[config.mk]
export PLATFORM = sky130hd
export DESIGN_NAME = mosaic_ctrl
export DESIGN_NICKNAME = d
export VERILOG_FILES = /design/src/rtl/mosaic_ctrl.sv
export SDC_FILE = /design/constraint.sdc
export NUM_CORES = 1
export LEC_CHECK = 0
export CAP_MARGIN = 5
export CELL_PAD_IN_SITES_DETAIL_PLACEMENT = 1
export CELL_PAD_IN_SITES_GLOBAL_PLACEMENT = 1
export CORE_MARGIN = 4
export CORE_UTILIZATION = 35
export DETAILED_ROUTE_END_ITERATION = 12
export PLACE_DENSITY = 0.82
export SKIP_LAST_GASP = 1
export SYNTH_ARGS = -nofsm -noshare
export SYNTH_HDL_FRONTEND = slang
export SYNTH_SLANG_ARGS = --single-unit
[constraint.sdc]
create_clock -name clk -period 4.75 [get_ports clk]
set_input_delay 0.95 -clock clk [delete_from_list [all_inputs] [get_ports clk]]
set_output_delay 0.95 -clock clk [all_outputs]
set_load 0.05 [all_outputs]
[src/rtl/mosaic_ctrl.sv]
// PPU BG mosaic sequencer: decodes dot/line position into counter strobes and
// shadows the MOSAIC register so size/enable only change outside active display.
module mosaic_ctrl #(
  parameter logic [8:0] H_ACT_START  = 9'd22,
  parameter logic [8:0] H_ACT_END    = 9'd277,
  parameter logic [8:0] H_TOTAL      = 9'd340,
  parameter logic [8:0] V_ACT_START  = 9'd1,
  parameter logic [8:0] V_LAST_SHORT = 9'd224,
  parameter logic [8:0] V_LAST_LONG  = 9'd239
) (
  input  logic       clk,
  input  logic       reset,
  input  logic       dot_en,
  input  logic [8:0] h_ctr,
  input  logic [8:0] v_ctr,
  input  logic       overscan,
  input  logic       reg_wr,
  input  logic [7:0] reg_data,
  output logic       newframe,
  output logic       newline,
  output logic       period_start,
  output logic [3:0] size,
  output logic [3:0] bg_en,
  output logic       active,
  output logic       pend
);

  typedef enum logic [1:0] {
    VBLANK = 2'd0,
    HBLANK = 2'd1,
    ACTIVE = 2'd2
  } state_e;

  state_e     state_q, state_d;
  logic       v_last_q, v_last_d;
  logic       newframe_q, newframe_d;
  logic       newline_q, newline_d;
  logic       period_start_q, period_start_d;
  logic       active_q, active_d;
  logic       pend_q, pend_d;
  logic [7:0] pdata_q, pdata_d;
  logic [7:0] cfg_q, cfg_d;

  logic [8:0] v_last;
  logic       line_end;
  logic       frame_start;
  logic       in_lines;
  logic       apply;

  assign v_last      = v_last_q ? V_LAST_LONG : V_LAST_SHORT;
  assign line_end    = (h_ctr == H_TOTAL - 9'd1);
  assign frame_start = line_end && (v_ctr == V_ACT_START - 9'd1);
  assign in_lines    = (v_ctr >= V_ACT_START) && (v_ctr <= v_last);

  // Next state and strobe decode from the sampled dot position
  always_comb begin
    state_d        = state_q;
    v_last_d       = v_last_q;
    newframe_d     = 1'b0;
    newline_d      = 1'b0;
    period_start_d = 1'b0;
    if (frame_start) begin
      state_d    = HBLANK;
      v_last_d   = overscan;
      newframe_d = 1'b1;
    end else begin
      case (state_q)
        VBLANK: state_d = VBLANK;
        HBLANK: begin
          if (!in_lines) begin
            state_d = VBLANK;
          end else if (line_end && (v_ctr == v_last)) begin
            state_d = VBLANK;
          end else if (h_ctr == H_ACT_START - 9'd1) begin
            state_d = ACTIVE;
          end else begin
            state_d = HBLANK;
          end
          newline_d      = in_lines && line_end && (v_ctr < v_last);
          period_start_d = in_lines && (h_ctr == H_ACT_START - 9'd2);
        end
        ACTIVE: begin
          if (!in_lines) begin
            state_d = VBLANK;
          end else if (h_ctr == H_ACT_END) begin
            state_d = HBLANK;
          end else begin
            state_d = ACTIVE;
          end
        end
        default: state_d = VBLANK;
      endcase
    end
    active_d = (state_d == ACTIVE);
  end

  // Leaving ACTIVE counts as eligible, so a held write lands right after H_ACT_END
  assign apply = dot_en && pend_q && ((state_q != ACTIVE) || (state_d != ACTIVE));

  // Write capture and apply; a write on the apply clk bypasses the pending copy
  always_comb begin
    pdata_d = pdata_q;
    cfg_d   = cfg_q;
    pend_d  = pend_q;
    if (reg_wr) begin
      pdata_d = reg_data;
    end else begin
      pdata_d = pdata_q;
    end
    if (apply) begin
      cfg_d  = reg_wr ? reg_data : pdata_q;
      pend_d = 1'b0;
    end else if (reg_wr) begin
      pend_d = 1'b1;
    end else begin
      pend_d = pend_q;
    end
  end

  // Dot-rate sequencing registers
  always_ff @(posedge clk) begin
    if (reset) begin
      state_q        <= VBLANK;
      v_last_q       <= 1'b0;
      newframe_q     <= 1'b0;
      newline_q      <= 1'b0;
      period_start_q <= 1'b0;
      active_q       <= 1'b0;
    end else if (dot_en) begin
      state_q        <= state_d;
      v_last_q       <= v_last_d;
      newframe_q     <= newframe_d;
      newline_q      <= newline_d;
      period_start_q <= period_start_d;
      active_q       <= active_d;
    end
  end

  // Register-write shadow, runs on every clk
  always_ff @(posedge clk) begin
    if (reset) begin
      pend_q  <= 1'b0;
      pdata_q <= 8'h00;
      cfg_q   <= 8'h00;
    end else begin
      pend_q  <= pend_d;
      pdata_q <= pdata_d;
      cfg_q   <= cfg_d;
    end
  end

  assign newframe     = newframe_q;
  assign newline      = newline_q;
  assign period_start = period_start_q;
  assign size         = cfg_q[7:4];
  assign bg_en        = cfg_q[3:0];
  assign active       = active_q;
  assign pend         = pend_q;

endmodule

# Word level (Yosys, flattened, before mapping)
# Index checks and enable logic that the tools add are counted.
word_totals:
  regBits: 24
  output_inout_bits: 13
  wordCells: 48
classes:
  order_cmp: 3
  n_eq_ne: 10
  mux: 14
  n_reduce_logical: 12
op_table:
  columns: ["op", "n"]
  rows:
  - ["$eq A9 B5 Y1 const B", 2]
  - ["$eq A9 B9 Y1 const B", 2]
  - ["$mux W2", 6]
  - ["$eq A9 B8 Y1", 1]
  - ["$ge A9 B1 Y1 const B", 1]
  - ["$le A9 B8 Y1", 1]
  - ["$logic_not A9 Y1", 1]
  - ["$lt A9 B8 Y1", 1]
  - ["$logic_and A1 B1 Y1", 8]
  - ["$mux W8", 1]
  - ["$mux W1", 5]
  - ["$eq A2 B2 Y1 const B", 2]
  - ["$mux W4", 1]
  - ["$ne A2 B2 Y1 const B", 2]
  - ["$pmux W2 S2", 1]
  - ["$eq A2 B1 Y1 const B", 1]
  - ["$reduce_and A2 Y1", 1]
  - ["$reduce_or A2 Y1", 1]
  - ["$logic_or A1 B1 Y1", 1]

# Depth between registers and ports, before layout
logic_depth:
  word_depth: 11
  mapped_depth: 9

# Worst setup path before layout
# No wires, ideal clock.
synth_timing:
  path_type: "input to register"
  from: "input v_ctr[3]"
  to: "register cfg_q[2]"
  setup_ns: 0.074
  arrival_time_ns: 2.555
  required_ns: 4.676
  path_slack_ns: 2.121
  path_stages: 7
  cell_sequence: "ha_1 nand3_1 o221a_1 o311ai_1 a211oi_4 a311o_1 a31oi_1"
synth_between:
  elab_chain_len: 9
synth_lines:
  columns: ["element", "line_no", "rtl"]
  rows:
  - ["from (decl)", "15", "input logic [8:0] v_ctr,"]
  - ["parallel branches: the longest is 5 deep, another holds $ge A9 B1 Y1", null, null]
  - ["$mux W2 *", "62", "if (frame_start) begin"]
  - ["$ne A2 B2 Y1 *", "98", "assign apply = dot_en && pend_q && ((state_q != ACTIVE) || (state_d != ACTIVE));"]
  - ["$logic_or A1 B1 Y1 *", "98", null]
  - ["$logic_and A1 B1 Y1 *", "98", null]
  - ["to (signal assigned)", "148", "cfg_q <= cfg_d;"]
  - ["to (decl)", "42", "logic [7:0] cfg_q, cfg_d;"]
# Mark *: on every way between the ends.
# A chain may end at the register's enable or synchronous reset.

# Worst setup path in the final report
layout_timing:
  from: "input v_ctr[2]"
  to: "register cfg_q[7]"
# The elaborated chain is that of the path after synthesis.

==> flow_summary.json <==
{
  "synth_edf_count": 0,
  "yosysSeqAreaShare": 0.367,
  "power_density_mw_per_mm2": 257,
  "overflow": 0,
  "layout_min_cycle_time_ns": 3.26,
  "status": "complete, no violations",
  "clockRootBuffer": "clkbuf_8",
  "p_comb_frac": 0.161,
  "clkSlewWorstSetupHoldPaths_ns": 0.08,
  "drc_errors": 0,
  "rsz0062_at_grt": "false",
  "drtPass1Iterations": 4,
  "io_buffers": 43,
  "dp_slack_ns": 1.22,
  "ys_ff_latch": 24,
  "antenna_left": 0,
  "place_congestion": 0.850,
  "drv_slew": 0,
  "num-fill-cells": 423,
  "cts_tree": "done",
  "grt_max_degree": 25,
  "synth_area_leaders": "dfxtp_1, mux2i_1, a311o_1",
  "viasPerCell": 5.61,
  "cts.sink_count": 24,
  "synth_fp_nets": 181,
  "std_cell_rows": 21,
  "netlist-cell-type-count": 34,
  "num_vias": 1279,
  "die_w_um": 69.1,
  "ys_warn_count": 0,
  "hold_viol": 0,
  "wl_mm": 3.80,
  "place_hpwl_mm": 2.93,
  "yosysMostFrequentCell": "dfxtp_1",
  "power.internal_w": 0.000359,
  "wl_met3_um": 150,
  "ir_worst_vdd_uv": 144,
  "nNetsFinal": 220,
  "syn_to_final_growth_pct": 39.1,
  "wl_met1_mm": 1.64,
  "initial_core_util": 0.377,
  "post_synth.cell_area_avg_um2": 9.08,
  "drv_cap": 0,
  "hold_class": "reg2reg",
  "drt_iter0_markers": 44,
  "worstSetupStartpointType": "input pin",
  "fp.coreArea_mm2": 0.00347,
  "path_class": "in2reg",
  "routed.top_layer": "met4",
  "critPathArrivalTime_ns": 3.38,
  "async_flop_share": 0,
  "cts_made_buffers": 3,
  "stdcell_area_mm2": 0.00182,
  "antenna_found_initial": 0,
  "grt_pass1_wl_mm": 6.78,
  "cts_setup_buffers": 0,
  "yosysTopAreaCell": "dfxtp_1",
  "wl_met2_mm": 1.99,
  "wl_per_cell_um": 16.7,
  "clockBufferDepth": 2,
  "cts_resized": 0,
  "ys.flop_type": "dfxtp_1",
  "switching_share": 0.231,
  "cp_max_fo": 19,
  "clock_power_share": 0.387,
  "finalSetupViolCount": 0,
  "cp-end-kind": "flop",
  "die_area_mm2": 0.00478,
  "p_switching_w": 0.000108,
  "post-route-util": 0.525,
  "die_height_um": 69.1,
  "synth_top_area_frac": 0.367,
  "clkLatencyLatePin_ns": 0.28,
  "tightestPinTransition_ns": 0.890,
  "synth_area_mm2": 0.00131,
  "placed_area_mm2": 0.00175,
  "p_leak_nw": 0.619,
  "synthCells": 144,
  "cts_hold_buf": 0,
  "post-route-period-util": 0.687,
  "power_frac_seq": 0.452,
  "synth_common_cells": "dfxtp_1, nor2_1, nand2_1",
  "fmax_ghz": 0.306,
  "ios": 44,
  "relSlewSlack": 0.405,
  "crit_required_ns": 4.87,
  "drive_gt1_frac": 0.0549,
  "fin_skew_ns": 0.00818,
  "first_global_vias": 1384,
  "h-tree-depth": 1,
  "fin_ws_ns": 1.49,
  "grt.total_usage": 0.170,
  "setup_tns_ns": 0,
  "antenna_cells": 0
}
## critical path: stages
cell and delay (ns):
clkdlybuf4s50_1 0.43, ha_1 0.31, nand3_1 0.12, nor3b_1 0.35, o311ai_1 0.21, a211oi_4 0.62
a311o_1 0.29, a31oi_1 0.08
## worst paths after layout
path         endpoint  startpoint  slack, ns  cells after the start
max reg2reg  cfg_q[7]    v_last_q       2.14                      8
max          cfg_q[7]    v_ctr[2]       1.49                      8
min reg2reg    active      active       0.48                      2
min            active      active       0.48                      2
## routing by layer
layer | up-vias | global-route usage
li1 | 625 | -
met1 | 623 | 0.206
met2 | 26 | 0.303
met3 | 5 | 0.0451
met4 | 0 | 0.0325
met5 | - | 0
## power by group through the flow
stage                logic, W  clock network, W  registers (W)
global route        0.0000813          0.000192       0.000212
CTS                 0.0000758          0.000184       0.000211
floorplan           0.0000247                 0       0.000225
global placement    0.0000726                 0       0.000216
finish              0.0000751          0.000181       0.000211
detailed placement  0.0000754                 0       0.000216
## state kept, by name, indices dropped and copies added, names as in the netlist
register	flops
newframe	1
newline	1
active	1
state_q	2
pend	1
period_start	1
v_last_q	1
cfg_q	8
pdata_q	8
## final cells by class
cell class / instances / area [µm²] / share of cell area
clock buffer: 3 / 41.3 / 0.0227
clock inverter: 1 / 30.0 / 0.0165
inverter: 5 / 18.8 / 0.0103
multi-input combinational: 106 / 761 / 0.418
sequential: 24 / 480 / 0.264
tap: 46 / 57.6 / 0.0316
timing repair buffer: 43 / 430 / 0.237
## metrics by stage
step / hold WS, ns / instances / power, W
3_5_place_dp: 0.464 / 224 / 0.000292
6_report: 0.482 / 228 / 0.000467
4_1_cts: 0.483 / 228 / 0.000471
3_3_place_gp: 0.457 / 224 / 0.000288
2_1_floorplan: 0.454 / 144 / 0.000250
5_1_grt: 0.523 / 228 / 0.000486
## placed cells by master, fill, tap and decap left out, types with 2 or more instances in the layout
master,count
a21oi_1,6
a311o_1,8
a31oi_1,10
and4b_1,2
clkbuf_8,3
clkdlybuf4s50_1,43
dfxtp_1,24
ha_1,6
inv_1,5
mux2i_1,10
nand2_1,12
nand2b_1,5
nand3_1,5
nand4_1,8
nor2_1,14
nor3_1,2
nor4_1,2
o21ai_0,2
## cell families (layout without fill, tap and decap cells)
logic type      Yosys count  in the layout  synth area share
flops                    24             24             0.367
compound gates           33             33             0.199
buf+inv                  14             52            0.0507
fa+ha+maj                 6              6            0.0574
simple gates             57             57             0.249
mux                      10             10            0.0766
(Power assumes the default switching activity.)
